File: src/rtl/mem_stage.sv
// mem_stage: EX/MEM register, latency-configurable 8-bit data memory, J/JC resolve.
// Optional MEM_PROT_EN: stores at rs >= PROT_BASE are dropped and set sticky prot_fault.
module mem_stage #(
   parameter int unsigned DEPTH     = 256,
   parameter int unsigned MEM_LAT   = 1,
   parameter logic [7:0]  PROT_BASE = 8'hF0
) (
   input  logic       clock,
   input  logic       reset_n,
   input  logic       wr_in,
   input  logic       wm_in,
   input  logic       rm_in,
   input  logic       neq_in,
   input  logic       j_in,
   input  logic       jc_in,
   input  logic       zero_in,
   input  logic [7:0] acout_in,
   input  logic [7:0] jtarget_in,
   input  logic [7:0] rs_in,
   input  logic [1:0] rd_in,
   output logic       stall,
   output logic       pc_src,
   output logic [7:0] jump_target,
   output logic       flush,
   output logic [7:0] fwd_data,
   output logic       wb_we,
   output logic [1:0] wb_rd,
   output logic [7:0] wb_data,
   output logic       prot_fault
);

   localparam int unsigned AW   = (DEPTH > 1) ? $clog2(DEPTH) : 1;
   localparam logic [2:0]  LAST = 3'(MEM_LAT - 1);

   typedef struct packed {
      logic       wr;
      logic       wm;
      logic       rm;
      logic       neq;
      logic       j;
      logic       jc;
      logic       zero;
      logic [7:0] acout;
      logic [7:0] jtarget;
      logic [7:0] rs;
      logic [1:0] rd;
   } stg_t;

   typedef enum logic {IDLE, WAIT} state_t;

   stg_t          r_stg;
   state_t        r_state;
   logic [2:0]    r_cnt;
   logic          r_wb_we;
   logic [1:0]    r_wb_rd;
   logic [7:0]    r_wb_data;
   logic [7:0]    r_mem [DEPTH];

   stg_t          w_in;
   logic          w_mem_op;
   logic          w_taken;
   logic          w_stall;
   logic          w_done;
   logic          w_prot_hit;
   logic          w_store;
   logic [AW-1:0] w_addr;

   assign w_in = '{wr: wr_in, wm: wm_in, rm: rm_in, neq: neq_in,
                   j: j_in, jc: jc_in, zero: zero_in, acout: acout_in,
                   jtarget: jtarget_in, rs: rs_in, rd: rd_in};

   assign w_mem_op = r_stg.wm | r_stg.rm;
   assign w_taken  = r_stg.j |
                     (r_stg.jc & (r_stg.neq ? ~r_stg.zero : r_stg.zero));
   assign w_addr   = AW'(32'(r_stg.rs) % DEPTH);

   always_comb begin
      w_stall = 1'b0;
      if (MEM_LAT > 1) begin
         if (r_state == IDLE) w_stall = w_mem_op;
         else                 w_stall = (r_cnt != LAST);
      end
   end

   // every non-stalled edge retires the op held in the stage register
   assign w_done = ~w_stall;

`ifdef MEM_PROT_EN
   logic r_prot;
   assign w_prot_hit = (r_stg.rs >= PROT_BASE);
   assign prot_fault = r_prot;

   always_ff @(posedge clock or negedge reset_n) begin
      if (!reset_n) begin
         r_prot <= 1'b0;
      end else if (w_done && r_stg.wm && !w_taken && w_prot_hit) begin
         r_prot <= 1'b1;
      end
   end
`else
   assign w_prot_hit = 1'b0;
   assign prot_fault = 1'b0;
`endif

   assign w_store = r_stg.wm & ~w_taken & ~w_prot_hit;

   always_ff @(posedge clock or negedge reset_n) begin
      if (!reset_n) begin
         r_stg     <= '0;
         r_state   <= IDLE;
         r_cnt     <= '0;
         r_wb_we   <= 1'b0;
         r_wb_rd   <= '0;
         r_wb_data <= '0;
      end else begin
         if (!w_stall) r_stg <= w_in;
         unique case (r_state)
            IDLE: begin
               if (w_mem_op && MEM_LAT > 1) begin
                  r_state <= WAIT;
                  r_cnt   <= 3'd1;
               end
            end
            WAIT: begin
               if (r_cnt == LAST) begin
                  r_state <= IDLE;
                  r_cnt   <= '0;
               end else begin
                  r_cnt <= r_cnt + 3'd1;
               end
            end
         endcase
         if (w_done) begin
            r_wb_we   <= r_stg.wr;
            r_wb_rd   <= r_stg.rd;
            r_wb_data <= r_stg.rm ? r_mem[w_addr] : r_stg.acout;
         end else begin
            r_wb_we <= 1'b0;
         end
      end
   end

   // memory is deliberately not reset; a reset clears r_stg so no write follows
   always_ff @(posedge clock) begin
      if (w_done && w_store) r_mem[w_addr] <= r_stg.acout;
   end

   assign stall       = w_stall;
   assign pc_src      = w_taken;
   assign flush       = w_taken;
   assign jump_target = r_stg.jtarget;
   assign wb_we       = r_wb_we;
   assign wb_rd       = r_wb_rd;
   assign wb_data     = r_wb_data;
   assign fwd_data    = r_wb_data;

endmodule

File: config.mk
export PLATFORM = sky130hd
export DESIGN_NAME = mem_stage
export DESIGN_NICKNAME = d
export VERILOG_FILES = /design/src/rtl/mem_stage.sv
export SDC_FILE = /design/constraint.sdc
export NUM_CORES = 2
export LEC_CHECK = 0
export CORE_MARGIN = 10
export CORE_UTILIZATION = 50
export DETAILED_ROUTE_END_ITERATION = 10
export PLACE_DENSITY = 0.66
export SYNTH_ARGS = -nofsm -noshare
export SYNTH_HDL_FRONTEND = slang
export SYNTH_SLANG_ARGS = --single-unit
File: constraint.sdc
create_clock -name clock -period 8.3 [get_ports clock]
set_input_delay 1.66 -clock clock [delete_from_list [all_inputs] [get_ports clock]]
set_output_delay 1.66 -clock clock [all_outputs]
set_load 0.005 [all_outputs]
==> out/qor.yml <==
numCtsBuffers: 203
vias_per_cell: 6.37
fin_crit_sh_pct: 57.0
hold_viol: 0
worst_hold_path_type: "reg2reg"
routed_wirelength_mm: 204
initial_core_util_pct: 50.3
max-vdd-ir-drop_mv: 0.194
drtPass1Iterations: 6
ys_ff_latch: 2092
syn2layout_area_growth_pct: 11.7
cts_root_buf: "clkbuf_16"
drt_iter0_drc: 5781
postSynthCellCount: 3685
synthFlopType: "edfxtp_1"
drc: 0
tritoncts: "done"
fin_util_pct: 56.2
powerDensity_nw_per_um2: 243
place_worst_setup_slack_ps: 3630
cts_buffer_depth: 3
skew_ps: 45.9
yosysSeqAreaShare_pct: 77.6
comb_power_share_pct: 4.6
rsz0062_at_grt: "false"
arrival_ps: 5380
die_area_um2: 178000
yosysWarnings: 0
grt_start_max_net_pins: 198
vias: 39100
grt_overflow: 0
crit_start: "r_stg[2]$_DFF_PN0_"
post_cts_resize_count: 0
p_seq_share_pct: 53.4
routedWlPerCell_um: 33.3
row_count: 147
fin_tns_setup_ps: 0
drive_gt1_share_pct: 24.6
slew_headroom_pct: 5.69
clkPwrFrac_pct: 41.9
synth.distinct_cells: 58
switchingPower_w: 0.00467
path_clk_slew_ps: 60
worstMarginPinSlew_ps: 1400
antenna_found_initial: 7
async_reset_ff_share_pct: 2.10
setup_viol: 0
drv_cap: 0
die_h_um: 422
clock_latency_ps: 840
dp_hpwl_mm: 121
layout_setup_ws_ps: 3570
gp_congestion: 0.882
grt_use_total_pct: 22.8
postCtsHoldBufs: 0
postRouteAntennaNets: 0
p_leak_nw: 27.7
io_pins: 66
syn-cell-area_um2: 80700
path_class: "reg2reg"
end_kind: "flop"
status: "complete, no violations"
cp_max_fo: 36
htreeDepth: 4
cts_setup_buffers: 0
fp.coreArea_um2: 160000
p_int_w: 0.0172
slew_viol_final: 0
grt_pass1_vias: 39000
syn_area_per_cell_um2: 21.9
p_sw_share_pct: 21.3
fin_crit_ps: 4730
die_w_um: 422
cts_sinks: 2092
fmax_ghz: 0.211
synth_edf_count: 2048
finish.net_count: 3832
port_buffers: 63
rr_startpoint: "r_stg[2]$_DFF_PN0_"
min_from: "r_stg[32]$_DFF_PN0_"
required_ps: 8950
grt_pass1_wl_mm: 294
start_kind: "flop"
## critical path, stage by stage, from the launching register on
cell and delay (ps):
dfrtp_4 560, buf_4 650, buf_4 750, mux4_2 620, mux2i_1 290, o22ai_1 160
o311ai_0 1170, a41oi_1 230
## cells in the final DEF (no fill, tap or decap), types with 20 or more instances in the layout
cell type	n
a21oi_1	20
a22oi_1	28
buf_4	66
bufinv_16	20
clkbuf_1	41
clkbuf_16	205
clkdlybuf4s50_1	62
clkinv_1	44
clkinv_2	38
dfrtp_1	32
edfxtp_1	2048
mux2_2	38
mux2i_1	64
mux4_2	536
nand2_1	105
nand3_1	27
nor2_1	294
nor3_1	24
o22ai_1	44
## final cells by class
class | count | area [µm²]
timing repair buffer | 139 | 1320
clock buffer | 253 | 5380
antenna | 6 | 15.0
sequential | 2092 | 62600
inverter | 4 | 21.3
tap | 2160 | 2700
clock inverter | 126 | 1230
multi-input combinational | 1357 | 16800
fill | 11800 | 70300
## flip-flops by register name, summed over array words and instances, names as in the netlist
register and cells:
wb_we 1, wb_rd 2, r_mem 2048, jump_target 8
fwd_data 8, r_stg 25
## cells in the mapped netlist (2+ instances only)
library cell	number	area, µm²
a211oi_1	17	128
a32o_1	8	80.1
or4_1	2	15.0
nand2_1	113	424
a211o_1	2	17.5
clkbuf_1	85	319
nor3_1	24	120
dfrtp_1	44	1100
nand3_1	27	135
buf_2	58	290
edfxtp_1	2048	61500
o21ai_0	13	65.1
o21a_1	3	22.5
nand4_1	5	31.3
o22ai_1	44	275
a22oi_1	28	210
o311ai_0	2	17.5
o31ai_1	2	15.0
a32oi_1	9	78.8
mux4_2	536	12100
and3_1	9	56.3
a21oi_1	20	100
nand2b_1	7	43.8
a221oi_1	8	70.1
inv_2	2	7.51
a31oi_1	8	50.1
nor2b_1	13	81.3
a41oi_1	5	43.8
mux2_2	38	428
or3_1	2	12.5
a311oi_1	2	17.5
nor2_1	296	1110
buf_4	60	450
nor4_1	6	37.5
o32a_1	3	30.0
buf_6	15	169
o211ai_1	2	15.0
mux2i_1	64	641
a22o_1	12	105
and2_1	5	31.3
o221ai_1	6	52.6
buf_1	15	56.3
a2111oi_0	2	17.5
## layer usage
metal	global-route usage [%]	vias to the layer above	share of wire, %
met5	0	-	0.0064
met1	32.1	21000	39
met4	8.31	2	3.8
met3	5.21	380	9.6
met2	35.1	2127	47
li1	-	15600	-
## logic make-up (layout without fill, tap and decap cells)
kind of cell	after synthesis	in the layout	share of synthesized area [%]
simple gates	514	514	2.65
xor+xnor	1	1	0.0109
mux	638	638	16.3
buf+inv	237	522	1.61
other cells	1	8	0.00465
compound gates	202	202	1.82
flops	2092	2092	77.6
## worst paths after layout
check,depth (start not counted),slack [ps],endpoint
max in group asynchronous,2,6630,r_stg[4]$_DFF_PN0_
min reg2reg,0,340,wb_we$_DFF_PN0_
min in group asynchronous,1,700,jump_target[3]$_DFF_PN0_
max reg2reg,7,3570,fwd_data[7]$_DFF_PN0_
max,7,3570,fwd_data[7]$_DFF_PN0_
min,0,340,wb_we$_DFF_PN0_
## through the flow
step           hold WS (ps)  std cells  total power (W)  instance area (µm²)
2_1_floorplan           331       3686           0.0125                80700
3_3_place_gp            335       5751           0.0129                83500
3_5_place_dp            337       5752           0.0129                83500
4_1_cts                 348       6131           0.0220                90100
5_1_grt                 354       6134           0.0225                90100
6_report                343       6137           0.0219                90100
## power groups by stage
stage / clock network (W) / logic [W] / registers, W
2_1_floorplan: 0 / 0.000561 / 0.0120
6_report: 0.00917 / 0.00102 / 0.0117
5_1_grt: 0.00970 / 0.00106 / 0.0117
4_1_cts: 0.00926 / 0.00102 / 0.0117
3_3_place_gp: 0 / 0.00101 / 0.0119
3_5_place_dp: 0 / 0.00101 / 0.0119
(Power assumes the default switching activity.)
==> patch, RTL diff (config.mk and constraints unchanged) <==
Add an input register stage for `jtarget_in`, with the module's reset; this delays it by one clock. The other inputs are not delayed to match.
--- a/src/rtl/mem_stage.sv
+++ b/src/rtl/mem_stage.sv
@@ -48,6 +48,16 @@
 
    typedef enum logic {IDLE, WAIT} state_t;
 
+   logic [7:0] jtarget_q;
+
+   always_ff @(posedge clock or negedge reset_n) begin
+      if (!reset_n) begin
+         jtarget_q <= '0;
+      end else begin
+         jtarget_q <= jtarget_in;
+      end
+   end
+
    stg_t          r_stg;
    state_t        r_state;
    logic [2:0]    r_cnt;
@@ -67,7 +77,7 @@
 
    assign w_in = '{wr: wr_in, wm: wm_in, rm: rm_in, neq: neq_in,
                    j: j_in, jc: jc_in, zero: zero_in, acout: acout_in,
-                   jtarget: jtarget_in, rs: rs_in, rd: rd_in};
+                   jtarget: jtarget_q, rs: rs_in, rd: rd_in};
 
    assign w_mem_op = r_stg.wm | r_stg.rm;
    assign w_taken  = r_stg.j |
Check against the original RTL: not equivalent (Yosys sat finds a counterexample within 4 cycles, from zero or initial values and one cycle with reset_n low).
==> patch against the original RTL <==
  * Hold slack improved by 5.3 ps
  * Sequential power barely moved
  * Area after synthesis rose by 0.25%
  * Power barely moved
  * Sequential cell count rose by 8
  * Cell count barely moved
  * Non-clock buffer count fell by 6
  * Critical path depth rose by 1
  * Routed wire length rose by 0.16%
  * Utilization barely moved
  * Design area rose by 0.13%
  * Setup slack got worse by 230 ps
  * Clock power fell by 0.4%
  * Critical endpoint is now fwd_data[6]
==> patch: results <==
yosys:
  yosysSeqAreaShare_pct: 77.7
  postSynthCellCount: 3693
  synth_cell_types: 58
  synth_mux_area_share_pct: 16.3
  synth_compound_area_share_pct: 1.82
  synth_area_leaders: "edfxtp_1, mux4_2, dfrtp_1"
  synth_warnings: 0
  async_flop_share_pct: 2.48
  synthXorXnorAreaFrac_pct: 0.0108
placement:
  pre_cts_ws_ps: 3510
  place_congestion: 0.892
  placed_cells: 5754
  dp_hpwl_mm: 121
  place_area_sq_mm: 0.0836
setup_path:
  worst_r2r_endpoint: "fwd_data[6]"
  reg2reg_depth: 8
  slowest_stage: "a311oi_1"
  cp_max_fo: 104
  critPathMaxStageDelay_ps: 960
power_and_ir_drop:
  irDropWorstVdd_uv: 193
  p_leak_uw: 0.0277
detailed_routing:
  routed_wirelength_mm: 205
  wire_per_inst_microns: 33.4
timing:
  hold_ws_ps: 348
  relSlewSlack_pct: 3.85
  fin_skew_ps: 32.9
hold_path:
  whs_endpoint: "jump_target[4]"
  min_from: "jtarget_q[4]"
global_route:
  grt_pass1_wl_mm: 293
  antenna_found_initial: 3
  grt_max_degree: 154
cts:
  cts_inserted_buffers: 204
finish:
  diodes: 0
  nets: 3835
  layout-drive-gt1-share_pct: 24.6
run_status:
  status: "finished, final reports clean"
[patch: cell types whose count changed after synthesis, sizes merged]
| cell | delta |
|---|---|
| dfrtp | +8 |
[patch: critical path, delay by kind of cell (launching register included)]
family | cells | cell delay (ps)
AOI/OAI and AO/OA | 3 | 1360
DFF | 1 | 900
and+or+nand+nor | 1 | 100
muxes | 2 | 1050
buffers and inverters | 2 | 1080
[patch: worst max-delay path by stage]
stage                              to  slack (ps)  startpoint
final                     fwd_data[6]        3330    r_stg[2]
after global routing      fwd_data[6]        3250    r_stg[2]
after CTS                 fwd_data[6]        3450    r_stg[2]
after global placement    fwd_data[1]        3510    r_stg[2]
after floorplan           fwd_data[6]        4280   r_stg[24]
after detailed placement  fwd_data[6]        3510    r_stg[2]
[patch: logic make-up (layout without fill, tap and decap cells)]
group,Yosys count,after routing
AND/OR/NAND/NOR,514,514
AO/OA/AOI/OAI,202,202
other,1,2
XOR/XNOR,1,1
buffers and inverters,237,516
multiplexers,638,638
flip-flops,2100,2100
[patch: cell type report]
cell class | count | area (sq um) | area share (%)
flip-flops and latches | 2100 | 62800 | 69.7
multi-input cells | 1357 | 16800 | 18.6
clock buffers | 262 | 5500 | 6.09
well taps | 2160 | 2700 | 3.00
repair buffers | 133 | 1240 | 1.37
clock inverters | 117 | 1090 | 1.21
inverters | 4 | 21.3 | 0.0236
[patch: metrics by stage]
stage | util, % | power [uW]
after global placement | 52.1 | 13000
final | 56.2 | 21900
after CTS | 56.2 | 22000
after floorplan | - | 12600
after global routing | 56.2 | 22500
after detailed placement | 52.1 | 13000
[patch: where the power goes]
part	leakage (uW)	switching [uW]	total [uW]	internal (uW)
Sequential	0.0190	78.4	11700	11700
Clock	0.00322	3940	9130	5190
Combinational	0.00552	649	1020	372
[patch: metal layers]
metal / vias up / global-route usage, % / share of wire [%]
li1: 15600 / - / -
met1: 20900 / 32.6 / 39
met2: 2259 / 34.1 / 47
met3: 405 / 4.90 / 9.9
met4: 0 / 9.20 / 4.3
met5: - / 0 / 0
